$ cat config.mk
export PLATFORM = sky130hd
export DESIGN_NAME = board_frame_loader
export DESIGN_NICKNAME = d
export VERILOG_FILES = /design/src/rtl/board_frame_loader.sv
export SDC_FILE = /design/constraint.sdc
export NUM_CORES = 2
export LEC_CHECK = 0
export ABC_AREA = 1
export CAP_MARGIN = 20
export CORE_ASPECT_RATIO = 1.2
export CORE_MARGIN = 1
export CORE_UTILIZATION = 40
export DETAILED_ROUTE_END_ITERATION = 16
export GPL_ROUTABILITY_DRIVEN = 0
export PLACE_DENSITY_LB_ADDON = 0.1
export SETUP_SLACK_MARGIN = 0.2
export SLEW_MARGIN = 20
export SYNTH_ARGS = -nofsm -noshare
export SYNTH_HDL_FRONTEND = slang
export SYNTH_SLANG_ARGS = --single-unit
$ cat constraint.sdc
create_clock -name clk -period 5.2 [get_ports clk]
set_clock_uncertainty 0.1 [all_clocks]
set_input_delay 0.52 -clock clk [delete_from_list [all_inputs] [get_ports clk]]
set_output_delay 0.52 -clock clk [all_outputs]
set_load 0.02 [all_outputs]
$ cat src/rtl/board_frame_loader.sv
// Word-stream deserialiser: assembles NWORDS words into a board image
// plus header flags, committed atomically with marker and timeout checks.
module board_frame_loader #(
    parameter int BOARD_BITS = 722,
    parameter int FLAG_BITS  = 1,
    parameter int WORD_W     = 32,
    parameter int NWORDS     = 23,
    parameter int USE_LAST   = 1,
    parameter int TIMEOUT    = 0
) (
    input  logic                          clk,
    input  logic                          rst,
    input  logic                          s_valid,
    input  logic [WORD_W-1:0]             s_data,
    input  logic                          s_last,
    output logic                          s_ready,
    input  logic                          hold,
    output logic [BOARD_BITS-1:0]         board,
    output logic [FLAG_BITS-1:0]          flags,
    output logic                          frame_start,
    output logic                          frame_done,
    output logic                          frame_err,
    output logic                          busy,
    output logic [$clog2(NWORDS+1)-1:0]   word_cnt
);

    localparam int SW = NWORDS * WORD_W;
    localparam int CW = $clog2(NWORDS + 1);
    localparam int TW = (TIMEOUT > 1) ? $clog2(TIMEOUT + 1) : 1;
    localparam logic [CW-1:0] LAST_IDX = CW'(NWORDS - 1);
    localparam logic [TW-1:0] T_LIM = TW'((TIMEOUT > 0) ? TIMEOUT - 1 : 0);

    generate
        if (SW < BOARD_BITS + FLAG_BITS) begin : g_size_check
            $error("NWORDS*WORD_W too small for BOARD_BITS+FLAG_BITS");
        end
    endgenerate

    typedef enum logic {IDLE, LOAD} state_t;

    state_t          state;
    logic [SW-1:0]   shadow;
    logic [SW-1:0]   shifted;
    logic [TW-1:0]   tcnt;
    logic            accept;
    logic            is_final;
    logic            bad_mark;
    logic            expire;

    assign s_ready  = !hold && !rst;
    assign accept   = s_valid && s_ready;
    assign busy     = (state == LOAD);

    // Word 0 ends up most significant once every word has been shifted in.
    assign shifted  = (shadow << WORD_W) | SW'(s_data);
    assign is_final = (word_cnt == LAST_IDX);
    assign bad_mark = (USE_LAST != 0) && (s_last != is_final);
    assign expire   = (TIMEOUT != 0) && (state == LOAD) && !accept
                      && (tcnt == T_LIM);

    always_ff @(posedge clk) begin
        if (rst) begin
            state       <= IDLE;
            shadow      <= '0;
            tcnt        <= '0;
            word_cnt    <= '0;
            board       <= '0;
            flags       <= '0;
            frame_start <= 1'b0;
            frame_done  <= 1'b0;
            frame_err   <= 1'b0;
        end else begin
            frame_start <= 1'b0;
            frame_done  <= 1'b0;
            frame_err   <= 1'b0;
            if (accept) begin
                tcnt <= '0;
                if (bad_mark) begin
                    frame_err <= 1'b1;
                    word_cnt  <= '0;
                    state     <= IDLE;
                end else if (is_final) begin
                    board       <= shifted[BOARD_BITS-1:0];
                    flags       <= shifted[BOARD_BITS+FLAG_BITS-1:BOARD_BITS];
                    frame_done  <= 1'b1;
                    frame_start <= (state == IDLE);
                    word_cnt    <= '0;
                    state       <= IDLE;
                end else begin
                    shadow      <= shifted;
                    frame_start <= (state == IDLE);
                    word_cnt    <= word_cnt + CW'(1);
                    state       <= LOAD;
                end
            end else if (expire) begin
                frame_err <= 1'b1;
                word_cnt  <= '0;
                tcnt      <= '0;
                state     <= IDLE;
            end else if (state == LOAD && TIMEOUT != 0) begin
                tcnt <= tcnt + TW'(1);
            end
        end
    end

endmodule

## Word-level counts from Yosys, hierarchy flattened

Cells that the tools add are included.

- Bits of input ports: 37
- Word-level logic and storage cells: 30
- ROM bits: 0
- Bits in registers: 1,423
- Output and inout port bits: 733
- Latch bits: 0
- Bits in writable memories: 0
- Memories kept: 0

- Bitwise operators: 5
- Shift operators: 0
- Add/sub/neg operators: 1
- Multiply operators: 0
- $lt $le $gt $ge: 0
- Reduce and logical (&&, ||, !) cells: 8
- Equal/unequal tests: 2
- Mux-type cells: 6
- Divide/modulo/power cells: 0

Operator list:

| kind | count |
|---|---|
| $or 723x32->723 | 1 |
| $mux 5 | 2 |
| $reduce_and 3->1 | 2 |
| $add 5x1->5 const B | 1 |
| $eq 5x5->1 const B | 1 |
| $mux 1 | 4 |
| $not 1->1 | 4 |
| $reduce_or 3->1 | 1 |
| $logic_and 1x1->1 | 2 |
| $logic_not 1->1 | 2 |
| $reduce_or 2->1 | 1 |
| $ne 1x1->1 | 1 |

## Logic depth before layout (Yosys ltp)

- Depth after elaboration: 5
- Depth in mapped cells: 15
- Mapped depth without buffers: 12

## Worst setup path after synthesis

No wires, ideal clock.

- Kind: reg-to-reg
- Start point: register word_cnt[0]
- End point: register board[577]
- Buffers on the path: 3
- Data required time: 4.987 ns
- Setup slack: 2.804 ns
- Setup time: 0.113 ns
- Period minus slack after synthesis: 2.396 ns
- Stages on the path, launching flop included: 16
- Arrival time: 2.183 ns
- Path through: dfxtp_1 > inv_1 > ha_1 > inv_1 > nor2_1 > nand2_1 > ha_1 > inv_1 > nand3_1 > nor2_4 > buf_12 > buf_6 > buf_6 > nand2_1 > nand2_1 > nor2_1

- Longest elaborated chain between the ends: 4

RTL lines:

| what | line | source |
|---|---|---|
| from (decl) | 24 | `output logic [$clog2(NWORDS+1)-1:0] word_cnt` |
| from (signal assigned) | 92 | `word_cnt <= word_cnt + CW'(1);` |
| $eq 5x5->1 | 56 | `assign is_final = (word_cnt == LAST_IDX);` |
| $ne 1x1->1 | 57 | `assign bad_mark = (USE_LAST != 0) && (s_last != is_final);` |
| named net bad_mark | 47 | `logic bad_mark;` |
| $not 1->1 (no line) | n/a |  |
| $reduce_and 3->1 (no line) | n/a |  |
| to (signal assigned) | 83 | `board <= shifted[BOARD_BITS-1:0];` |
| to (decl) | 18 | `output logic [BOARD_BITS-1:0] board,` |

The timed path passes the listed nets, and every way through them passes these cells.
A chain may end at the register's enable or synchronous reset.

## Worst setup path after layout

- Start point: register word_cnt[0]
- End point: register board[216]

Same word-level chain as after synthesis.

==> flow_summary.ini <==
[finish]
fill_cells = 12900
multi_input_area_um2 = 18000
final_layout_size_suffix_gt1_share_pct = 3.73
regArea_um2 = 28500
area_growth_pct = 24.4
final_nets = 7495

[worst_setup_path]
reg2reg_slack_ps = 1760
critPathKind = register to register
critPathSlowestCell = buf_12
crit_start = word_cnt[0]
cp-end-kind = register
cp-start-kind = register
worst_ep_arrival_time_ps = 3980
r2r_start = word_cnt[0]
cp_cell_sequence = inv_1, ha_1, inv_1, nor2_1, nand2_1, ha_1, inv_1, nand3_1, nor2_4, buf_12, buf_12, nand2_1, nand2_1, nor2_1
slowest_delay_ps = 530
critPathMaxFanout = 194
required_ps = 5740
r2r_cells = 14

[clock_tree]
cts_setup_buffers = 0
cts_tree = done
clockBufferDepth = 3
ctsResizeCount = 0
clk_latency_ps = 780
htree_levels = 4
cts.sinks = 1423
cts_hold_buf = 0
numCtsBuffers = 146
clk_pin_slew_ps = 60
clockRootBuffer = clkbuf_16

[pwr]
total_power_mw = 22.3
switching_power_mw = 5.06
swShare_pct = 22.6
power_frac_clock_pct = 46.0
seq_power_share_pct = 50.2
ir_worst_vdd_uv = 212
power_leakage_nw = 24.2
cellPowerDensity_nw_per_um2 = 346
internal-power_mw = 17.3
combPwrFrac_pct = 3.9

[placed_design]
port_buffers = 769
dpl_worst_slack_ps = 1770
dp_hpwl_mm = 109

[timing]
tns_ps = 0
relSlewSlack_pct = 37.0
final_max_slew_viol_count = 0
finalSetupViolations = 0
holdWs_ps = 295
setup_slack_ps = 1760
hold_viol = 0
fin_crit_ps = 3440
period_share_pct = 66.2
timing.fmax_mhz = 291
worstMarginPinSlew_ps = 945
rsz0062_at_grt = no

[yosys]
syn_inst = 6943
synth_area_um2 = 51800
synthFlopType = dfxtp_1
synthTopCellsByArea = dfxtp_1 (55%), nand2_1 (11%), nor2_1 (11%), a21oi_1 (6.7%), o21ai_0 (6.7%)
ys_seq_elements = 1423
synth_fp_nets = 6983
synth_top_area_cell = dfxtp_1
syn-mean-instance-area_um2 = 7.47
synth-edff-count = 0
yosysWarnings = 0
synth.distinct_cells = 19
async_flop_share_pct = 0
yosysTopAreaCellShare_pct = 55.0
ys_seq_area_share_pct = 55.0

[routing]
wl_per_cell_um = 16.9
ant_nets = 0
drt_first_iter_violations = 3036
via_per_inst = 4.68
drc = 0
vias = 43200
first_pass_iters = 7
wl_mm = 156

[global_route]
grt_max_degree = 200
antenna_found_initial = 0
gr-usage-all-layers_pct = 23.1
met1_usage_pct = 28.3
busiest_layer = met2
grt_pass1_wl_mm = 234
overflow = 0
grt_pass1_vias = 39800
gr-usage-met3_pct = 6.31
grt_use_met2_pct = 37.8

[die]
die_h_um = 396
core-area_um2 = 128000
die_x_um = 331
ios = 770
initial_utilization_pct = 40.3
design.die.area_um2 = 131000
fp-row-count = 144

[run]
maxCapViolCount = 0

[status]
status = complete, no violations

[min_path]
min_path_type = primary input to register
hold_depth = 5
worstHoldStart = s_data[25]
==> power by group through the flow <==
stage	Clock, mW	Combinational [mW]	Sequential (mW)
2_1_floorplan	0	0.617	11.4
3_3_place_gp	0	0.870	11.4
3_5_place_dp	0	0.871	11.4
4_1_cts	10.5	0.877	11.2
5_1_grt	11.0	0.992	11.2
6_report	10.3	0.864	11.2
==> layout by cell type (no fill, tap or decap) <==
cell | Yosys | routed
clkdlybuf4s50_1 | 0 | 769
clkbuf_16 | 0 | 148
a21oi_1 | 696 | 696
clkinvlp_4 | 0 | 2
inv_1 | 731 | 730
diode_2 | 0 | 1
inv_8 | 0 | 1
nand3_4 | 0 | 1
nand2_1 | 1464 | 1464
buf_4 | 12 | 38
clkbuf_1 | 233 | 39
bufinv_16 | 0 | 6
inv_6 | 0 | 6
dfxtp_1 | 1423 | 1423
nor2_1 | 1453 | 1453
inv_2 | 1 | 1
nor2_4 | 2 | 2
nand4_1 | 2 | 2
buf_12 | 1 | 28
o21ai_0 | 693 | 693
ha_1 | 3 | 3
clkbuf_8 | 0 | 28
nand3_1 | 3 | 3
clkinv_2 | 0 | 20
clkinv_8 | 0 | 1
==> final cells by class <==
class	instances	share of cell area [%]
Timing Repair Buffer	835	13.2
Antenna cell	1	0.00388
Sequential cell	1423	44.2
Multi-Input combinational cell	4317	27.9
Tap cell	1679	3.26
Clock inverter	35	0.565
Clock buffer	215	6.57
Inverter	732	4.27
==> synth_stat cells, types with 3 or more instances <==
cell / number
a21oi_1: 696
buf_1: 35
buf_2: 109
buf_4: 12
buf_6: 74
buf_8: 7
clkbuf_1: 233
dfxtp_1: 1423
ha_1: 3
inv_1: 731
nand2_1: 1464
nand3_1: 3
nor2_1: 1453
o21ai_0: 693
==> routing by layer <==
layer | vias to the layer above | routed length (um)
met5 | - | 0
met4 | 0 | 6430
met3 | 243 | 10100
met2 | 880 | 72900
met1 | 19800 | 66900
li1 | 22300 | -
==> worst max-delay path: cells and delay by family, from the launching register on <==
kind	cells	cell delay, ps
and+or+nand+nor	7	890
adders and majority gates	2	470
DFF	1	460
buffers and inverters	5	1080
==> per-stage QoR <==
stage,util [%],cell area [um2],std cells
3_5_place_dp,46.6,59900,8986
2_1_floorplan,-,51800,6943
6_report,50.2,64500,9237
3_3_place_gp,46.6,59900,8986
5_1_grt,50.2,64500,9236
4_1_cts,50.2,64500,9236
==> sequential cells by signal, summed over array words and instances, names as in the netlist <==
name	cells
shadow	691
frame_start	1
frame_err	1
flags	1
board	722
busy	1
frame_done	1
word_cnt	5
==> worst paths after layout <==
kind / end
setup / recovery: board[216]
hold / removal: board[25]
setup reg to reg: board[216]
hold reg to reg: shadow[659]
==> kinds of logic (layout without fill, tap and decap cells) <==
family | Yosys count | in the layout | share of synthesized area, %
AND/OR/NAND/NOR | 2925 | 2925 | 21.2
flip-flops | 1423 | 1423 | 55.0
AO/OA/AOI/OAI | 1389 | 1389 | 13.4
buffers and inverters | 1203 | 1817 | 10.3
adder cells (fa/ha/maj) | 3 | 3 | 0.0724
other | 0 | 1 | 0
(Power assumes the default switching activity.)
